**src/rtl/ysyx_axi_slave_sram.sv**
```systemverilog
// AXI4 slave endpoint backed by one single-port synchronous io_sramN macro.
// Supports FIXED/INCR/WRAP bursts, narrow transfers, SLVERR reporting and alternating R/W arbitration.
module ysyx_axi_slave_sram #(
  parameter int unsigned DATA_W  = 64,
  parameter int unsigned ADDR_W  = 32,
  parameter int unsigned ID_W    = 4,
  parameter int unsigned SRAM_DW = 128,
  parameter int unsigned SRAM_AW = 6
) (
  input  logic                  clock,
  input  logic                  reset,

  output logic                  slave_awready,
  input  logic                  slave_awvalid,
  input  logic [ADDR_W-1:0]     slave_awaddr,
  input  logic [ID_W-1:0]       slave_awid,
  input  logic [7:0]            slave_awlen,
  input  logic [2:0]            slave_awsize,
  input  logic [1:0]            slave_awburst,

  output logic                  slave_wready,
  input  logic                  slave_wvalid,
  input  logic [DATA_W-1:0]     slave_wdata,
  input  logic [DATA_W/8-1:0]   slave_wstrb,
  input  logic                  slave_wlast,

  input  logic                  slave_bready,
  output logic                  slave_bvalid,
  output logic [1:0]            slave_bresp,
  output logic [ID_W-1:0]       slave_bid,

  output logic                  slave_arready,
  input  logic                  slave_arvalid,
  input  logic [ADDR_W-1:0]     slave_araddr,
  input  logic [ID_W-1:0]       slave_arid,
  input  logic [7:0]            slave_arlen,
  input  logic [2:0]            slave_arsize,
  input  logic [1:0]            slave_arburst,

  input  logic                  slave_rready,
  output logic                  slave_rvalid,
  output logic [1:0]            slave_rresp,
  output logic [DATA_W-1:0]     slave_rdata,
  output logic                  slave_rlast,
  output logic [ID_W-1:0]       slave_rid,

  output logic [SRAM_AW-1:0]    sram_addr,
  output logic                  sram_cen,
  output logic                  sram_wen,
  output logic [SRAM_DW-1:0]    sram_wmask,
  output logic [SRAM_DW-1:0]    sram_wdata,
  input  logic [SRAM_DW-1:0]    sram_rdata
);

  localparam int unsigned OB     = $clog2(SRAM_DW / 8);
  localparam int unsigned LB     = $clog2(DATA_W / 8);
  localparam int unsigned LANES  = SRAM_DW / DATA_W;
  localparam int unsigned SB     = DATA_W / 8;
  localparam int unsigned LIDX_W = (LANES > 1) ? $clog2(LANES) : 1;
  localparam logic [2:0]  LB3    = 3'(LB);

  typedef enum logic [2:0] {
    IDLE, RD_REQ, RD_DATA, WR_DATA, WR_MEM, WR_RESP
  } state_t;

  state_t              state;
  logic                prio_rd;
  logic [ADDR_W-1:0]   addr_q;
  logic [ID_W-1:0]     id_q;
  logic [7:0]          len_q;
  logic [2:0]          size_q;
  logic [1:0]          burst_q;
  logic [7:0]          beat_q;
  logic                err_q;
  logic                noacc_q;

  function automatic logic [SRAM_AW-1:0] word_of(input logic [ADDR_W-1:0] a);
    logic [ADDR_W-1:0] s;
    s = a >> OB;
    return s[SRAM_AW-1:0];
  endfunction

  function automatic logic [LIDX_W-1:0] lane_of(input logic [ADDR_W-1:0] a);
    logic [ADDR_W-1:0] s;
    s = (a >> LB) & ADDR_W'(LANES - 1);
    return s[LIDX_W-1:0];
  endfunction

  // WRAP keeps the upper bits of the (len+1)*step window and wraps the low ones.
  function automatic logic [ADDR_W-1:0] next_addr(input logic [ADDR_W-1:0] a,
                                                  input logic [2:0] size,
                                                  input logic [7:0] len,
                                                  input logic [1:0] burst);
    logic [ADDR_W-1:0] step, win, nxt;
    step = ADDR_W'(1) << size;
    win  = step * ADDR_W'({1'b0, len} + 9'd1);
    case (burst)
      2'b00:   nxt = a;
      2'b10:   nxt = (a & ~(win - ADDR_W'(1))) | ((a + step) & (win - ADDR_W'(1)));
      default: nxt = (a & ~(step - ADDR_W'(1))) + step;
    endcase
    return nxt;
  endfunction

  function automatic logic [SRAM_DW-1:0] make_mask(input logic [LIDX_W-1:0] lane,
                                                   input logic [SB-1:0] strb);
    logic [SRAM_DW-1:0] m;
    m = '1;
    for (int unsigned l = 0; l < LANES; l++)
      for (int unsigned j = 0; j < SB; j++)
        if (l == 32'(lane) && strb[j]) m[(l*SB + j)*8 +: 8] = '0;
    return m;
  endfunction

  logic                ar_grant, aw_grant;
  logic [ADDR_W-1:0]   req_addr;
  logic [ID_W-1:0]     req_id;
  logic [7:0]          req_len;
  logic [2:0]          req_size;
  logic [1:0]          req_burst;
  logic [1:0]          req_burst_eff;
  logic                req_noacc, req_err, bad_burst;
  logic [ADDR_W-1:0]   next_a;
  logic [DATA_W-1:0]   rdata_c;

  assign ar_grant      = slave_arvalid && (!slave_awvalid || prio_rd);
  assign aw_grant      = slave_awvalid && (!slave_arvalid || !prio_rd);
  assign slave_arready = (state == IDLE) && ar_grant;
  assign slave_awready = (state == IDLE) && aw_grant;

  always_comb begin
    req_addr  = slave_awaddr;
    req_id    = slave_awid;
    req_len   = slave_awlen;
    req_size  = slave_awsize;
    req_burst = slave_awburst;
    if (ar_grant) begin
      req_addr  = slave_araddr;
      req_id    = slave_arid;
      req_len   = slave_arlen;
      req_size  = slave_arsize;
      req_burst = slave_arburst;
    end
    req_noacc     = req_size > LB3;
    bad_burst     = (req_burst == 2'b11) ||
                    ((req_burst == 2'b10) && !(req_len inside {8'd1, 8'd3, 8'd7, 8'd15}));
    req_burst_eff = bad_burst ? 2'b01 : req_burst;
    req_err       = req_noacc || bad_burst;
  end

  assign next_a = next_addr(addr_q, size_q, len_q, burst_q);

  // The SRAM is idle during RD_DATA, so its output can be forwarded directly.
  always_comb begin
    rdata_c = '0;
    if (state == RD_DATA && !noacc_q)
      rdata_c = sram_rdata[32'(lane_of(addr_q))*DATA_W +: DATA_W];
  end
  assign slave_rdata = rdata_c;

  always_ff @(posedge clock or posedge reset) begin
    if (reset) begin
      state        <= IDLE;
      prio_rd      <= 1'b1;
      addr_q       <= '0;
      id_q         <= '0;
      len_q        <= '0;
      size_q       <= '0;
      burst_q      <= '0;
      beat_q       <= '0;
      err_q        <= 1'b0;
      noacc_q      <= 1'b0;
      slave_wready <= 1'b0;
      slave_bvalid <= 1'b0;
      slave_bresp  <= '0;
      slave_bid    <= '0;
      slave_rvalid <= 1'b0;
      slave_rresp  <= '0;
      slave_rlast  <= 1'b0;
      slave_rid    <= '0;
      sram_addr    <= '0;
      sram_cen     <= 1'b1;
      sram_wen     <= 1'b1;
      sram_wmask   <= '1;
      sram_wdata   <= '0;
    end else begin
      case (state)
        IDLE: begin
          if (ar_grant || aw_grant) begin
            addr_q  <= req_addr;
            id_q    <= req_id;
            len_q   <= req_len;
            size_q  <= req_size;
            burst_q <= req_burst_eff;
            err_q   <= req_err;
            noacc_q <= req_noacc;
            beat_q  <= '0;
            if (slave_arvalid && slave_awvalid) prio_rd <= !prio_rd;
            if (ar_grant) begin
              state     <= RD_REQ;
              sram_cen  <= req_noacc;
              sram_wen  <= 1'b1;
              sram_addr <= word_of(req_addr);
            end else begin
              state        <= WR_DATA;
              slave_wready <= 1'b1;
            end
          end
        end
        RD_REQ: begin
          sram_cen     <= 1'b1;
          slave_rvalid <= 1'b1;
          slave_rlast  <= (beat_q == len_q);
          slave_rresp  <= err_q ? 2'b10 : 2'b00;
          slave_rid    <= id_q;
          state        <= RD_DATA;
        end
        RD_DATA: begin
          if (slave_rready) begin
            slave_rvalid <= 1'b0;
            slave_rlast  <= 1'b0;
            if (beat_q == len_q) begin
              state <= IDLE;
            end else begin
              beat_q    <= beat_q + 8'd1;
              addr_q    <= next_a;
              sram_cen  <= noacc_q;
              sram_addr <= word_of(next_a);
              state     <= RD_REQ;
            end
          end
        end
        WR_DATA: begin
          if (slave_wvalid) begin
            slave_wready <= 1'b0;
            if (slave_wlast != (beat_q == len_q)) err_q <= 1'b1;
            sram_cen   <= noacc_q;
            sram_wen   <= noacc_q;
            sram_addr  <= word_of(addr_q);
            sram_wdata <= {LANES{slave_wdata}};
            sram_wmask <= make_mask(lane_of(addr_q), slave_wstrb);
            state      <= WR_MEM;
          end
        end
        WR_MEM: begin
          sram_cen   <= 1'b1;
          sram_wen   <= 1'b1;
          sram_wmask <= '1;
          if (beat_q == len_q) begin
            slave_bvalid <= 1'b1;
            slave_bid    <= id_q;
            slave_bresp  <= err_q ? 2'b10 : 2'b00;
            state        <= WR_RESP;
          end else begin
            beat_q       <= beat_q + 8'd1;
            addr_q       <= next_a;
            slave_wready <= 1'b1;
            state        <= WR_DATA;
          end
        end
        WR_RESP: begin
          if (slave_bready) begin
            slave_bvalid <= 1'b0;
            state        <= IDLE;
          end
        end
        default: state <= IDLE;
      endcase
    end
  end

endmodule

```
**config.mk**
```make
export PLATFORM = sky130hd
export DESIGN_NAME = ysyx_axi_slave_sram
export DESIGN_NICKNAME = d
export VERILOG_FILES = /design/src/rtl/ysyx_axi_slave_sram.sv
export SDC_FILE = /design/constraint.sdc
export NUM_CORES = 1
export LEC_CHECK = 0
export CORE_AREA = 2 2 252 254
export CTS_BUF_LIST = sky130_fd_sc_hd__clkbuf_4 sky130_fd_sc_hd__clkbuf_8
export CTS_CLUSTER_DIAMETER = 50
export DETAILED_ROUTE_END_ITERATION = 12
export DIE_AREA = 0 0 254 256
export PLACE_DENSITY = 0.43
export SYNTH_ARGS = -nofsm -noshare
export SYNTH_HDL_FRONTEND = slang
export SYNTH_SLANG_ARGS = --single-unit
```
**constraint.sdc**
```tcl
create_clock -name clock -period 13.2 [get_ports clock]
set_input_delay 3.96 -clock clock [delete_from_list [all_inputs] [get_ports clock]]
set_output_delay 3.96 -clock clock [all_outputs]
set_load 0.05 [all_outputs]
```
==> results.json <==
{
  "status": "complete, no violations",
  "place.gp.congestion": 0.8515,
  "num_rows": 92,
  "crit_type": "in2out",
  "ctsResizeCount": 0,
  "slew_viol_final": 0,
  "maxCapViolCount": 0,
  "yosysUniqueCellTypes": 67,
  "portBuffers": 605,
  "dr.first_iter.drc_count": 588,
  "place.detailed.hpwl_mm": 42.10,
  "hold_viol_final": 0,
  "yosysWarnings": 0,
  "yosysSeqAreaShare_pct": 31.69,
  "cp_max_fo": 34,
  "die_h_um": 256,
  "clk_pin_slew_worst_paths_ns": 0.09,
  "antenna_found_initial": 18,
  "synth_area_um2": 11290,
  "htreeDepth": 4,
  "clk_path_buf_depth": 2,
  "period_share_pct": 76.93,
  "post_cts_buffers": 0,
  "rsz0062_at_grt": "no",
  "post-route-min-period_ns": 10.15,
  "synth-seq-cells": 142,
  "setup_viol_count_final": 0,
  "grt_pass1_vias": 10680,
  "arrival_ns": 6.19,
  "viasPerCell": 4.098,
  "fillers": 6853,
  "slew_headroom_pct": 26.15,
  "startpoint_type": "primary input",
  "grt-ovfl-total": 0,
  "finClkSkew_ns": 0.01822,
  "multi_input_area_um2": 5916,
  "hp-class": "reg2reg",
  "dr.pass1.iters": 5,
  "num_vias": 10740,
  "cp_data_required_time_ns": 9.24,
  "routed_wl_mm": 51.65,
  "clock.fmax_ghz": 0.09848,
  "ys_async_sr_fraction_pct": 100.0,
  "io_pins": 652,
  "start_util_pct": 18.09,
  "grt_max_degree": 82,
  "tightestPinTransition_ns": 1.108,
  "ant_nets": 0,
  "post_drt_wl_per_cell_um": 19.70,
  "worstSetupEndpointType": "output port",
  "core_um2": 62390,
  "postSynthAreaPerCell_um2": 8.282,
  "drc": 0,
  "tns_ns": 0,
  "syn_inst": 1363,
  "cts_num_sinks": 142,
  "grt.total_usage_pct": 15.69,
  "cts_inserted_buffers": 17,
  "clock_latency_ns": 0.54,
  "dpl_worst_slack_ns": 2.997,
  "cts_hold_repair.buffers": 0,
  "synth-edff-count": 0,
  "dieArea_um2": 65020,
  "grt_pass1_wl_mm": 73.73,
  "cts-root-buf": "clkbuf_8",
  "cts_tree": "yes",
  "area_delta_synth_final_pct": 53.98,
  "seq_area_um2": 3581,
  "drive_gt1_share_pct": 5.424,
  "ys.flop_type": "dfrtp_1",
  "nets": 2127,
  "setup_slack_ns": 3.046,
  "die_w_um": 254
}
sequential cells by signal, indices dropped and copies added (netlist names), 2 cells and up:
signal      count
sram_addr       6
burst_q         2
state           3
slave_rid       4
addr_q         10
sram_wdata     64
sram_wmask     16
slave_bid       4
len_q           8
size_q          3
beat_q          8
id_q            4
metal layers:
layer	GRT usage [%]	wire [um]	share of wire, %
met1	17.29	20140	39
met2	28.57	26750	52
met3	4.190	3308	6.4
met4	5.654	1432	2.8
met5	0	16	0.031
through the flow:
step / util (%) / cell area, um2 / std cells / hold slack (ns)
global route: 27.86 / 17380 / 2621 / 0.5369
CTS: 27.84 / 17370 / 2616 / 0.5170
floorplan: - / 11290 / 1364 / 0.4620
finish: 27.86 / 17380 / 2622 / 0.5082
global placement: 27.16 / 16950 / 2584 / 0.4797
detailed placement: 27.16 / 16950 / 2584 / 0.4922
cell families (layout without fill, tap and decap cells):
family,Yosys count,after routing,share of synthesized area [%]
compound gates,189,189,10.76
fa+ha+maj,64,64,9.089
buf+inv,307,713,16.20
other cells,1,8,0.03322
xor+xnor,42,42,3.259
mux,109,109,9.843
flops,142,142,31.69
simple gates,509,509,19.12
area by class of cell:
| cell class | count | area share (%) |
|---|---|---|
| timing repair buffer | 617 | 35.36 |
| multi-input combinational | 915 | 34.03 |
| sequential | 142 | 20.60 |
| tap | 846 | 6.090 |
| clock buffer | 20 | 1.584 |
| inverter | 64 | 1.411 |
| clock inverter | 12 | 0.8350 |
| antenna | 6 | 0.08638 |
worst paths after layout:
| path | endpoint | cells past startpoint | startpoint | slack (ns) |
|---|---|---|---|---|
| setup reg to reg | sram_addr[2]$_DFFE_PP0P_ | 18 | len_q[0]$_DFFE_PP0P_ | 6.77 |
| hold reg to reg | slave_wready$_DFFE_PP0P_ | 2 | slave_wready$_DFFE_PP0P_ | 0.51 |
| setup / recovery | slave_arready | 6 | slave_awvalid | 3.05 |
| min in group asynchronous | sram_wdata[70]$_DFFE_PP0P_ | 2 | reset | 3.93 |
| max in group asynchronous | addr_q[3]$_DFFE_PP0P_ | 3 | reset | 7.79 |
| hold / removal | slave_wready$_DFFE_PP0P_ | 2 | slave_wready$_DFFE_PP0P_ | 0.51 |
critical path, stage by stage:
cell,delay [ns]
clkdlybuf4s50_1,0.57
inv_1,0.11
o21ai_4,0.12
buf_4,0.53
nor2_1,0.12
clkdlybuf4s50_1,0.77
synth_stat cells, drive strengths merged, types with 7 or more instances:
cell / n / area (um2)
mux2i: 93 / 930.9
a211oi: 12 / 90.09
a21oi: 28 / 140.1
xor2: 13 / 113.9
dfrtp: 123 / 3078
nand4: 8 / 50.05
nand2: 290 / 1089
buf: 192 / 1398
and3: 18 / 112.6
a21o: 11 / 82.58
nand2b: 8 / 50.05
nor2: 114 / 427.9
xnor2: 29 / 254.0
o31ai: 8 / 60.06
mux2: 16 / 180.2
dfstp: 19 / 499.2
inv: 63 / 236.5
fa: 30 / 600.6
ha: 34 / 425.4
or3: 11 / 68.82
o21ai: 76 / 380.4
clkbuf: 51 / 191.4
nand3: 22 / 110.1
nor3: 16 / 85.08
o211ai: 7 / 52.55
cells in the final DEF, fill, tap and decap left out, types with 3 or more instances in the layout:
cell	count
a211oi_1	12
a21o_1	11
a21oi_1	28
a221oi_1	3
a311oi_1	3
a31oi_1	6
a41oi_1	3
and2_1	5
and3_1	17
buf_4	12
clkbuf_8	20
clkdlybuf4s50_1	605
dfrtp_1	122
dfstp_2	19
diode_2	6
fa_1	30
ha_1	34
inv_1	60
inv_6	6
mux2_2	16
mux2i_1	93
nand2_1	290
nand2b_1	8
nand3_1	20
nand4_1	8
nor2_1	114
nor2b_1	4
nor3_1	15
nor4_1	3
o211ai_1	7
o21a_1	5
o21ai_0	73
o21bai_1	3
o31ai_1	8
or3_1	11
xnor2_1	29
xor2_1	13
Power is left out: the tool's default activity adds up to more than one toggle a clock period on the data nets, which glitch-free logic cannot reach.
